File: config.mk
export PLATFORM = sky130hd
export DESIGN_NAME = mc_ctrl
export DESIGN_NICKNAME = d
export VERILOG_FILES = /design/src/rtl/mc_ctrl.sv
export SDC_FILE = /design/constraint.sdc
export NUM_CORES = 1
export LEC_CHECK = 0
export BUFFER_PORTS_ARGS = -buffer_cell sky130_fd_sc_hd__buf_2
export CAP_MARGIN = 20
export CORE_MARGIN = 2
export CORE_UTILIZATION = 33
export DETAILED_ROUTE_END_ITERATION = 8
export PLACE_DENSITY = 0.89
export SLEW_MARGIN = 10
export SYNTH_ARGS = -nofsm -noshare
export SYNTH_HDL_FRONTEND = slang
export SYNTH_SLANG_ARGS = --single-unit
File: constraint.sdc
create_clock -name clk -period 3.24 [get_ports clk]
set_clock_uncertainty 0.05 [all_clocks]
set_input_delay 0.324 -clock clk [delete_from_list [all_inputs] [get_ports clk]]
set_output_delay 0.324 -clock clk [all_outputs]
set_load 0.02 [all_outputs]
File: src/rtl/mc_ctrl.sv
`default_nettype none
// ============================================================================
// Module   : mc_ctrl
// Brief    : Multi-cycle MIPS-subset control FSM. It runs FETCH, DECODE, EXE,
//            MEM and WB states. The outputs are decoded from the current state
//            and the instruction.
// Options  : MEM_HANDSHAKE_EN makes FETCH and MEM wait for mem_ready.
// Revision : 1.0 - initial release
// ============================================================================
module mc_ctrl (
    input  logic        clk,
    input  logic        reset,
    input  logic [31:0] instr,
    input  logic        zero,
    input  logic        mem_ready,
    output logic        mem_req,
    output logic        pc_we,
    output logic        ir_we,
    output logic        regwrite,
    output logic        memwrite,
    output logic        alusrc,
    output logic [1:0]  regdst,
    output logic [1:0]  memtoreg,
    output logic [1:0]  ext_op,
    output logic [2:0]  npc_sel,
    output logic [2:0]  alu_ctr,
    output logic [2:0]  state
);

    typedef enum logic [2:0] {
        S_FETCH  = 3'b000,
        S_DECODE = 3'b001,
        S_EXE    = 3'b010,
        S_MEM    = 3'b011,
        S_WB     = 3'b100
    } state_t;

    localparam logic [5:0] c_op_rtype = 6'h00;
    localparam logic [5:0] c_op_ori   = 6'h0D;
    localparam logic [5:0] c_op_lw    = 6'h23;
    localparam logic [5:0] c_op_sw    = 6'h2B;
    localparam logic [5:0] c_op_beq   = 6'h04;
    localparam logic [5:0] c_op_lui   = 6'h0F;
    localparam logic [5:0] c_op_jal   = 6'h03;
    localparam logic [5:0] c_fn_addu  = 6'h21;
    localparam logic [5:0] c_fn_subu  = 6'h23;
    localparam logic [5:0] c_fn_jr    = 6'h08;

    localparam logic [2:0] c_npc_seq  = 3'b000;
    localparam logic [2:0] c_npc_br   = 3'b001;
    localparam logic [2:0] c_npc_jmp  = 3'b010;
    localparam logic [2:0] c_npc_reg  = 3'b011;
    localparam logic [2:0] c_alu_add  = 3'b000;
    localparam logic [2:0] c_alu_sub  = 3'b001;
    localparam logic [2:0] c_alu_or   = 3'b010;

    state_t     r_state;
    state_t     w_next;
    logic       w_mem_done;
    logic       w_regwrite;
    logic       w_memwrite;
    logic [5:0] w_op;
    logic [5:0] w_fn;
    logic       w_addu, w_subu, w_jr, w_ori, w_lw, w_sw, w_beq, w_lui, w_jal;
    logic       w_illegal;
    logic       w_wb_instr;

`ifdef MEM_HANDSHAKE_EN
    logic w_unused;
    assign w_unused   = ^instr[25:6];
    assign w_mem_done = mem_ready;
`else
    // Without the handshake every memory access completes in one cycle.
    logic w_unused;
    assign w_unused   = ^{instr[25:6], mem_ready};
    assign w_mem_done = 1'b1;
`endif

    assign w_op = instr[31:26];
    assign w_fn = instr[5:0];

    assign w_addu = (w_op == c_op_rtype) && (w_fn == c_fn_addu);
    assign w_subu = (w_op == c_op_rtype) && (w_fn == c_fn_subu);
    assign w_jr   = (w_op == c_op_rtype) && (w_fn == c_fn_jr);
    assign w_ori  = (w_op == c_op_ori);
    assign w_lw   = (w_op == c_op_lw);
    assign w_sw   = (w_op == c_op_sw);
    assign w_beq  = (w_op == c_op_beq);
    assign w_lui  = (w_op == c_op_lui);
    assign w_jal  = (w_op == c_op_jal);

    assign w_illegal  = !(w_addu || w_subu || w_jr || w_ori || w_lw ||
                          w_sw || w_beq || w_lui || w_jal);
    assign w_wb_instr = w_addu || w_subu || w_ori || w_lui || w_lw || w_jal;

    always_ff @(posedge clk) begin
        if (!reset) begin
            r_state <= S_FETCH;
        end else begin
            r_state <= w_next;
        end
    end

    always_comb begin
        w_next = S_FETCH;
        case (r_state)
            S_FETCH:  w_next = w_mem_done ? S_DECODE : S_FETCH;
            S_DECODE: begin
                if (w_jal)          w_next = S_WB;
                else if (w_illegal) w_next = S_FETCH;
                else                w_next = S_EXE;
            end
            S_EXE: begin
                if (w_lw || w_sw)                           w_next = S_MEM;
                else if (w_addu || w_subu || w_ori || w_lui) w_next = S_WB;
                else                                        w_next = S_FETCH;
            end
            S_MEM: begin
                if (!w_mem_done) w_next = S_MEM;
                else if (w_lw)   w_next = S_WB;
                else             w_next = S_FETCH;
            end
            S_WB:    w_next = S_FETCH;
            default: w_next = S_FETCH;
        endcase
    end

    always_comb begin
        mem_req    = 1'b0;
        pc_we      = 1'b0;
        ir_we      = 1'b0;
        w_regwrite = 1'b0;
        w_memwrite = 1'b0;
        alusrc     = 1'b0;
        regdst     = 2'b00;
        memtoreg   = 2'b00;
        ext_op     = 2'b00;
        npc_sel    = c_npc_seq;
        alu_ctr    = c_alu_add;
        case (r_state)
            S_FETCH: begin
                mem_req = 1'b1;
                ir_we   = w_mem_done;
                pc_we   = w_mem_done;
            end
            S_EXE: begin
                alusrc = !(w_addu || w_subu || w_beq || w_jr);
                if (w_lui)      ext_op = 2'b10;
                else if (w_ori) ext_op = 2'b00;
                else            ext_op = 2'b01;
                if (w_ori || w_lui)       alu_ctr = c_alu_or;
                else if (w_subu || w_beq) alu_ctr = c_alu_sub;
                if (w_beq) begin
                    npc_sel = c_npc_br;
                    pc_we   = zero;
                end else if (w_jr) begin
                    npc_sel = c_npc_reg;
                    pc_we   = 1'b1;
                end
            end
            S_MEM: begin
                mem_req    = 1'b1;
                w_memwrite = w_sw;
            end
            S_WB: begin
                w_regwrite = w_wb_instr;
                if (w_addu || w_subu) regdst = 2'b01;
                if (w_lw)             memtoreg = 2'b01;
                if (w_jal) begin
                    regdst   = 2'b10;
                    memtoreg = 2'b10;
                    pc_we    = 1'b1;
                    npc_sel  = c_npc_jmp;
                end
            end
            default: ;
        endcase
    end

    // The reset cycle must never commit a write of the instruction being aborted.
    assign regwrite = w_regwrite && reset;
    assign memwrite = w_memwrite && reset;
    assign state    = r_state;

endmodule
`default_nettype wire
Word-level counts from Yosys, hierarchy flattened
Cells that the tools add are included.

cells by class
  equality and inequality tests = 13
  multiplexer cells = 31
  reduce and logical (&&, ||, !) cells = 26

operators by type and width
  kind                  number
  $eq A6 B6 Y1 const B  4
  $mux W2               12
  $eq A6 B4 Y1 const B  3
  $logic_or A1 B1 Y1    17
  $mux W1               12
  $mux W3               4
  $pmux W3 S4           1
  $eq A3 B2 Y1 const B  2
  $eq A6 B2 Y1 const B  1
  $eq A6 B3 Y1 const B  1
  $logic_not A6 Y1      1
  $logic_and A1 B1 Y1   5
  $pmux W2 S2           1
  $eq A3 B1 Y1 const B  1
  $eq A3 B3 Y1 const B  1
  $logic_not A3 Y1      1
  $pmux W1 S3           1
  $reduce_or A2 Y1      1
  $logic_not A1 Y1      1

storage, ports and cells
  flip-flop bits (word level) = 3
  output and inout bits = 21

Logic depth before layout (Yosys ltp)
Gate-level depths: netlist of the first run.

  depth after elaboration = 13
  mapped depth = 5
  depth with buffers taken out = 4

Worst setup path before layout of the first run
Ideal clock, no wire load.

  path kind = input-to-output
  start = input instr[31]
  end = output alu_ctr[0]
  arrival time = 1,885 ps
  required time = 2,866 ps
  slack = 981 ps
  cell stages on the path = 5
  path buffers = 1
  path through = buf_6 or4_4 nor4_4 a22oi_1 nor3_1

between the ends
  word-level cells in the longest chain between the ends = 6

ends and longest elaborated chain
  element              line  source
  start, declared      13    input logic [31:0] instr,
  $logic_not A6 Y1     83    assign w_subu = (w_op == c_op_rtype) && (w_fn == c_fn_subu);
  $logic_and A1 B1 Y1  83
  $logic_or A1 B1 Y1   152   else if (w_subu || w_beq) alu_ctr = c_alu_sub;
  $mux W1              152
  $mux W2 (*)          151   if (w_ori || w_lui) alu_ctr = c_alu_or;
  $mux W2 (*)          140   case (r_state)
  end, declared        26    output logic [2:0] alu_ctr,

Mark *: on every way between the ends. The rest lies on a longest branch, timed or not.

Worst setup path after layout of the first run
Ends and elaborated chain as after synthesis.

==> impl_results.md, run 1 <==
* Worst Setup End Kind: output pin
* Die Height at a little over 40 um
* CP peak stage delay at 0.55 ns
* Largest area contributor in the netlist: dfxtp_1
* DP HPWL at between 1000 and 1500 um
* Buf+Inv Stages, Crit Path at 2
* Pint at between 0.1 and 0.15 mW
* CTS clk-pin slew, worst paths at roughly 0.04 ns
* Critical path's top delay family: simple AND/OR/NAND/NOR gates
* Largest net degree at the start of global routing at 11
* CP Max Fanout at 9
* Post-Place Cells at 107
* CTS Hold Bufs at 0
* Final hold vios at 0
* Setup-failing EPs final at 0
* Max-slew violation count at 0
* Slew margin rel. at between 50% and 60%
* Syn Inst Count at 63
* Seq. cell area at between 60 and 70 um2
* Psw at 0.0522 mW
* Sw frac at 34.0%
* Share of cells above drive strength 1 at around 48%
* Area Growth Syn to Fin at 38.5%
* Top cell type's share of synthesized area at a little over an eighth
* Sequential Power Share at between 20% and 30%
* Max cap viols at 0
* CP cell instances: buf_2, or4_4, nor4_4, a22oi_1, nor3_1, buf_2
* Htree depth at 1
* PnR worst setup slack at roughly 0.95 ns
* GRT Total Usage at 18.3%
* Clk network pwr share at a little under half
* Hold WC Path Type: in -> reg
* Rows at 13
* Power per cell area at between 200 and 250 nW/um2
* Grt ovf at 0
* IO buf count at 33
* Post-DR vias/cell at roughly 5.4
* Die Wd at 41.3 um
* Setup WS pre-CTS at about 0.95 ns
* Vias in the first global route at about 480
* Net count, final at 133
* #FFs+latches synth at 3
* Wirelength, routed at between 1000 and 1500 um
* Worst-case clock buffer depth at 2
* DRT antenna net count at 0
* Leakage at ~0.33 nW
* Placer Congestion at 0.862
* Slowest CP cell: or4_4
* Area of the multi-input gates at 360 um2
* Max reg flops at 3
* Synth cell types at 33
* Worst Setup Start Kind: primary input
* Die ar. at 1700 um2
* DR DRC count at 0
* Synth top area cells: dfxtp_1 13%, nor2_1 8.2%, nand2_1 5.7%, nor3_1 5.5%, buf_4 4.9%
* Clock sinks at 3
* Total core area at ~1300 um2
* Critical path data required time at around 2.9 ns
* Comb pwr share at 28.0%
* Post-route minimum period at around 2.3 ns
* First-pass GRT wire length at 2070 um
* # IOs at 57
* Avg WL per Cell at 12.2 um
* Ys Warns at 0
* Seq/Total Area, Yosys at between 10% and 20%
* Final cycle utilization of the critical path at 70.7%
* Unrepaired setup endpoints after global routing: no
* Root buffer cell: clkbuf_4
* Synth Cell Area at between 400 and 500 um2
* Initial antenna violation count at 0
* CP Data Arrival Time at approximately 1.9 ns
* CP most frequent cell: buf_2
* First-pass DRT Iterations at 4
* Design area at ~630 um2
* CTS resizes at 0
* Post-CTS Setup Repair Bufs at 0
* Initial DRC Count at 15
* Status: complete, no violations
* Cell Area, Placed at 608 um2
* Post-Route Utilization at 48.8%
* CTS tree: built
* Fillers at 141
* Peak VDD IR at about 120 uV
* Fmax at approximately 0.44 GHz
* Clock buffer count from CTS at 3
* Skew-Pair Late Insertion Delay at 0.25 ns
* Mean post-synth cell area at between 7 and 8 um2
* Critical path type: in -> out
* Inserted Diodes at 0
* Finished Layout Cells at 111
* Total number of vias at 601
* Slew @ Worst Pin at around 0.71 ns
* Setup TNS Final at 0 ns
* Initial Util at 35.2%
worst register-to-register path: stages, from the launching register on:
cell     delay, ns
dfxtp_1       0.50
nand2_1       0.24
o41ai_2       0.38
layout make-up:
type / count / share of cell area, %
tap: 15 / 2.96
multi-input combinational: 55 / 56.8
inverter: 1 / 0.592
timing repair buffer: 33 / 26.0
clock buffer: 4 / 4.14
sequential: 3 / 9.47
power groups by stage:
stage / clock (mW) / sequential [mW] / combinational (mW)
CTS: 0.0713 / 0.0407 / 0.0425
detailed placement: 0 / 0.0412 / 0.0423
floorplan: 0 / 0.0419 / 0.0254
finish: 0.0698 / 0.0406 / 0.0429
global route: 0.0790 / 0.0410 / 0.0470
global placement: 0 / 0.0411 / 0.0413
cell usage after synthesis:
cell,count
nor2_1,10
nand2_1,7
nor3_1,5
buf_4,3
dfxtp_1,3
nor2b_1,3
a22oi_1,2
and2_2,2
nor3b_1,2
o21ai_0,2
or4_4,2
a211oi_1,1
a21o_1,1
a311oi_1,1
a41o_1,1
and2_1,1
and3_1,1
and3_2,1
buf_6,1
clkbuf_1,1
conb_1,1
inv_1,1
nand2b_1,1
nand3b_1,1
nand4b_1,1
nor2_2,1
nor4_4,1
nor4b_1,1
nor4bb_1,1
o311a_2,1
o41ai_2,1
or4_2,1
xor2_1,1
metal layers:
| layer | track usage [%] | part of all wire (%) | up-vias |
|---|---|---|---|
| met5 | 0 | 0 | - |
| met4 | 7.26 | 1.6 | 0 |
| met3 | 3.26 | 10 | 2 |
| met2 | 29.3 | 48 | 43 |
| met1 | 24.0 | 40 | 261 |
| li1 | - | - | 295 |
path summary, 6_finish.rpt:
| check | start | endpoint | slack [ns] | cells past startpoint |
|---|---|---|---|---|
| hold / removal | reset | state[1] | 0.39 | 3 |
| setup / recovery | instr[31] | alu_ctr[0] | 0.95 | 6 |
| setup reg to reg | state[1] | state[2] | 1.97 | 2 |
| hold reg to reg | state[0] | state[0] | 0.52 | 1 |
logic make-up (layout without fill, tap and decap cells):
logic type / Yosys count / in the layout / synth area share [%]
AO/OA/AOI/OAI: 10 / 10 / 18.9
XOR/XNOR: 1 / 1 / 1.91
buffers and inverters: 6 / 38 / 9.01
flip-flops: 3 / 3 / 13.1
other: 1 / 2 / 0.819
AND/OR/NAND/NOR: 42 / 42 / 56.3
through the flow:
step	power (mW)	hold WS, ns
after global placement	0.0824	0.506
after CTS	0.154	0.388
final	0.153	0.393
after detailed placement	0.0835	0.522
after floorplan	0.0672	0.475
after global routing	0.167	0.412
placed cells by master, fill, tap and decap left out, types with 2 or more instances in the layout:
| cell type | synthesis | layout |
|---|---|---|
| nor2b_1 | 3 | 3 |
| nand2_1 | 7 | 7 |
| or4_4 | 2 | 2 |
| a22oi_1 | 2 | 2 |
| nor3_1 | 5 | 5 |
| clkbuf_4 | 0 | 3 |
| nor3b_1 | 2 | 2 |
| o21ai_0 | 2 | 2 |
| conb_1 | 1 | 2 |
| dfxtp_1 | 3 | 3 |
| and2_2 | 2 | 2 |
| buf_2 | 0 | 33 |
| nor2_1 | 10 | 10 |
Note: power is estimated with default switching activity, not from simulation.
==> inputs of run 2 (changes only) <==
--- a/config.mk
+++ b/config.mk
@@ -5,12 +5,13 @@
 export SDC_FILE = /design/constraint.sdc
 export NUM_CORES = 1
 export LEC_CHECK = 0
+export ABC_AREA = 1
 export BUFFER_PORTS_ARGS = -buffer_cell sky130_fd_sc_hd__buf_2
 export CAP_MARGIN = 20
 export CORE_MARGIN = 2
-export CORE_UTILIZATION = 33
+export CORE_UTILIZATION = 32
 export DETAILED_ROUTE_END_ITERATION = 8
-export PLACE_DENSITY = 0.89
+export PLACE_DENSITY = 0.86
 export SLEW_MARGIN = 10
 export SYNTH_ARGS = -nofsm -noshare
 export SYNTH_HDL_FRONTEND = slang
==> constraint.sdc (replaced) <==
create_clock -name clk -period 2.3 [get_ports clk]
set_clock_uncertainty 0.05 [all_clocks]
set_input_delay 0.23 -clock clk [delete_from_list [all_inputs] [get_ports clk]]
set_output_delay 0.23 -clock clk [all_outputs]
set_load 0.02 [all_outputs]
==> impl_results.md, run 2 <==
* Initial DRC Count at 18
* Power per cell area at 319 nW/um2
* Share of cells above drive strength 1 at 47.0%
* Syn Inst Count at between 80 and 90
* Fmax at ~0.55 GHz
* Setup TNS Final at 0 ns
* Synth top area cells: dfxtp_1 13%, inv_1 12%, nor2_1 11%, nand3_1 9.5%, nor2_2 9.2%
* Critical path type: reg -> out
* Critical path data required time at between 2 and 2.5 ns
* CTS resizes at 0
* Leakage at between 0.3 and 0.4 nW
* Peak VDD IR at just under 200 uV
* Initial Util at 35.1%
* CP Data Arrival Time at approximately 1.6 ns
* Hold WC Path Type: in -> reg
* Most frequent cells in the layout: 33 x buf_2, 15 x inv_1, 14 x nor2_1
* # IOs at between 50 and 60
* Seq/Total Area, Yosys at between 10 and 15%
* Power Total at between 0.2 and 0.25 mW
* CTS tree: built
* Main synth FF type: dfxtp_1
* #FFs+latches synth at 3
* Rows at 13
* Die Height at ~42 um
* FF-to-FF Start: state[1]
* Area Growth Syn to Fin at 40.4%
* Commonest cells post-synth: 15 x inv_1, 14 x nor2_1, 9 x nand3_1, 8 x nand2_1, 7 x nor2_2
* Max-slew violation count at 0
* Placer Congestion at about 0.81
* DRT antenna net count at 0
* Largest net degree at the start of global routing at 7
* Synth async-reset ratio at 0%
* Total number of vias at roughly 620
* First-pass GRT wire length at between 2000 and 2500 um
* Max reg flops at 3
* Unrepaired setup endpoints after global routing: no
* Most common cell in the netlist: inv_1
* IO buf count at 33
* Htree depth at 1
* GRT Total Usage at between 10% and 20%
* DR DRC count at 0
* CTS clk-pin slew, worst paths at roughly 0.040 ns
* CTS Hold Bufs at 0
* Worst Setup Start Kind: flip-flop
* Grt ovf at 0
* Status: complete, no violations
* Fillers at 138
* Skew-Pair Late Insertion Delay at roughly 0.24 ns
* Worst-case clock buffer depth at 2
* CP Max Fanout at 6
* Inserted Diodes at 0
* Net count, final at 154
* Final cycle utilization of the critical path at around 80%
* Final hold slack at about 0.26 ns
* Worst Setup End Kind: output pin
* Max cap viols at 0
* Final hold vios at 0
* Synth Cell Area at 474 um2
* Hold path start: reset
* Wirelength, routed at ~1300 um
* Clock buffer count from CTS at 3
* PnR worst setup slack at approximately 0.47 ns
* Root buffer cell: clkbuf_4
* Commonest non-fill, non-tap cell in the layout: buf_2
* DP HPWL at 1130 um
* Top cell type's share of synthesized area at about an eighth
* Largest area contributor in the netlist: dfxtp_1
* Post-route minimum period at between 1.5 and 2 ns
* Die ar. at 1810 um2
* Setup WS pre-CTS at ~0.73 ns
* Total core area at roughly 1400 um2
* Mean post-synth cell area at slightly below 6 um2
* First-pass DRT Iterations at 4
* Die Wd at around 42 um
* Number of synthesized flops with an enable pin at 0
* Setup-failing EPs final at 0
* Post-CTS Setup Repair Bufs at 0
* Avg WL per Cell at around 9.9 um
* Clock sinks at 3
* Post-DR vias/cell at approximately 4.7
* Vias in the first global route at 546
* Synth cell types at 21
* Flop2flop setup slack at about 1.1 ns
* Ys Warns at 0
* CP Launch Point: state[1]
* Initial antenna violation count at 0
run 2: critical path, cell delays in order (launching register included):
cell     delay [ns]
dfxtp_1        0.40
inv_2          0.07
nor3_4         0.19
inv_2          0.11
nor4_1         0.30
buf_2          0.22
run 2: cell type report:
type	count	area [um2]	area share, %
clock buffer	4	26.3	3.95
tap	15	18.8	2.82
inverter	18	67.6	10.2
multi-input combinational	59	328	49.2
sequential	3	60.1	9.02
timing repair buffer	33	165	24.8
run 2: routing by layer:
layer	wire (um)	up-vias	track usage, %
met3	98	4	1.72
met2	642	28	26.8
met4	40	0	9.38
met5	0	-	0
li1	-	323	-
met1	523	267	18.5
run 2: through the flow:
step	utilization, %	cells	instance area [um2]
final	49.3	132	666
after floorplan	-	83	478
after global placement	47.4	128	639
after CTS	49.3	132	666
after global routing	49.3	132	666
after detailed placement	47.4	128	639
run 2: cell families (layout without fill, tap and decap cells):
logic type | after synthesis | after routing | synth area share (%)
buf+inv | 21 | 55 | 19.0
other cells | 1 | 2 | 0.791
flops | 3 | 3 | 12.7
simple gates | 51 | 51 | 59.1
compound gates | 6 | 6 | 8.44
run 2: power breakdown:
part	internal (mW)	switching [mW]	total (mW)
combinational	0.0209	0.0376	0.0586
clock	0.0653	0.0314	0.0966
sequential	0.0539	0.00311	0.0570
total	0.140	0.0721	0.212
run 2: path summary, 6_finish.rpt:
check / end / depth (start not counted)
hold reg to reg: state[2] / 4
setup / recovery: alusrc / 5
setup reg to reg: state[0] / 6
hold / removal: state[2] / 3
==> inputs of run 3 (changes only) <==
==> constraint.sdc (replaced) <==
create_clock -name clk -period 1.72 [get_ports clk]
set_clock_uncertainty 0.05 [all_clocks]
set_input_delay 0.172 -clock clk [delete_from_list [all_inputs] [get_ports clk]]
set_output_delay 0.172 -clock clk [all_outputs]
set_load 0.02 [all_outputs]
==> impl_results.md, run 3 (synthesis gave the netlist of run 2 again) <==
* Status: complete, no violations
* Grt ovf at 0
* Max cap viols at 0
* Slowest CP cell: dfxtp_4
* Rows at 13
* Final hold vios at 0
* Htree depth at 1
* Die ar. at around 1800 um2
* FF-to-FF Start: state[1]
* Vias in the first global route at roughly 590
* Most frequent cells in the layout: 31 x buf_2, 14 x inv_1, 13 x nor2_1
* CTS clk-pin slew, worst paths at approximately 0.040 ns
* Largest net degree at the start of global routing at 7
* Wirelength, routed at 1500 um
* Initial Util at a little over a third
* Critical path type: reg -> out
* FF-to-FF End: state[0]
* IO buf count at 33
* Commonest non-fill, non-tap cell in the layout: buf_2
* Hold path start: reset
* Setup TNS Final at 0 ns
* CTS tree: built
* PnR worst setup slack at approximately 0.074 ns
* DR DRC count at 0
* Peak VDD IR at between 300 and 400 uV
* Worst Hold Depth at 3
* Hold WC Path Type: in -> reg
* DRT antenna net count at 0
* Fmax at between 0.6 and 0.7 GHz
* CP Data Arrival Time at approximately 1.4 ns
* Inserted Diodes at 0
* Unrepaired setup endpoints after global routing: no
* Leakage at roughly 0.37 nW
* Net count, final at roughly 160
* Max reg flops at 3
* CP most frequent cell: inv_2
* Area Growth Syn to Fin at 53.6%
* First-pass GRT wire length at 2360 um
* Hold path endpoint: state[2]
* Clock sinks at 3
* Setup WS pre-CTS at 0.251 ns
* Finished Layout Cells at between 100 and 150
* Avg WL per Cell at 11.1 um
* Post-Place Cells at ~130
* Placer Congestion at 0.830
* Critical path data required time at about 1.5 ns
* Initial antenna violation count at 0
* Total core area at about 1400 um2
* DP HPWL at between 1000 and 1500 um
* Worst Setup Start Kind: flip-flop
* Clock buffer count from CTS at 3
* CP cell instances: inv_2, nor3_4, inv_2, buf_4, nor3_2, buf_2
* Total number of vias at around 660
* GRT Total Usage at 17.0%
* Worst-case clock buffer depth at 2
* Critical path's top delay family: buffers and inverters
* Setup-failing EPs final at 0
* # IOs at between 50 and 60
* Initial DRC Count at 16
* Post-route minimum period at around 1.6 ns
* Share of cells above drive strength 1 at about 54%
* Final cycle utilization of the critical path at between 90% and 100%
* Flop2flop setup slack at between 0.5 and 0.6 ns
* CP peak stage delay at between 0.3 and 0.4 ns
* Die Wd at ~42 um
* Power per cell area at roughly 400 nW/um2
* CTS Hold Bufs at 0
* First-pass DRT Iterations at 4
* R2R depth at 6
* Buf+Inv Stages, Crit Path at 4
* Post-DR vias/cell at slightly below 5
* Die Height at about 42 um
* CP Max Fanout at 5
* Skew-Pair Late Insertion Delay at between 0.2 and 0.3 ns
* Max-slew violation count at 0
* Root buffer cell: clkbuf_4
* Worst Setup End Kind: output pin
-- run 3: cell types whose count changed in the layout (fill, tap and decap cells not counted), moves of 2 or more --
cell     change
buf_4        +5
dfxtp_2      +2
buf_2        -2
dfxtp_1      -3
-- run 3: what timing repair did --
item                                    CTS  global route
resized for setup                         0            10
setup buffers                             0             3
endpoints found under the setup margin    0             3
-- run 3: cell type report --
cell class              count  area, um2
repair buffers             36        193
fillers                   127        622
clock buffers               4       26.3
flip-flops and latches      3       66.3
well taps                  15       18.8
inverters                  18       67.6
multi-input cells          59        357
-- run 3: worst max-delay path by stage --
stage / startpoint / end / slack [ns] / depth (start not counted)
floorplan: state[0] / memwrite / 0.08 / 2
global placement: state[1] / alusrc / 0.28 / 5
detailed placement: instr[31] / pc_we / 0.25 / 9
CTS: state[1] / alusrc / 0.02 / 5
global route: state[1] / npc_sel[1] / 0.009 / 7
finish: state[1] / alu_ctr[1] / 0.07 / 6
-- run 3: through the flow --
| step | power [mW] | util, % | instance area (um2) | hold slack (ns) |
|---|---|---|---|---|
| floorplan | 0.124 | - | 487 | 0.303 |
| global placement | 0.153 | 48.0 | 648 | 0.430 |
| detailed placement | 0.156 | 48.0 | 648 | 0.446 |
| CTS | 0.290 | 50.0 | 674 | 0.205 |
| global route | 0.307 | 53.9 | 728 | 0.255 |
| finish | 0.300 | 53.9 | 728 | 0.204 |
-- run 3: power by group --
part | switching [mW] | leakage (nW) | total (mW) | internal [mW]
clock | 0.0528 | 0.0150 | 0.141 | 0.0880
sequential | 0.00544 | 0.0260 | 0.0765 | 0.0711
combinational | 0.0526 | 0.329 | 0.0826 | 0.0300
-- run 3: worst register-to-register path, cell delays in order, from the launching register on --
cell and delay [ns]:
dfxtp_4 0.36, inv_2 0.05, nor3_4 0.22, inv_2 0.12
nor2_1 0.12, inv_1 0.07, a21oi_1 0.14
-- run 3: layer usage --
layer / vias up / track usage, % / routed length, um
li1: 333 / - / -
met1: 288 / 20.0 / 574
met2: 39 / 29.8 / 777
met3: 2 / 2.59 / 130
met4: 0 / 7.50 / 17
met5: - / 0 / 0
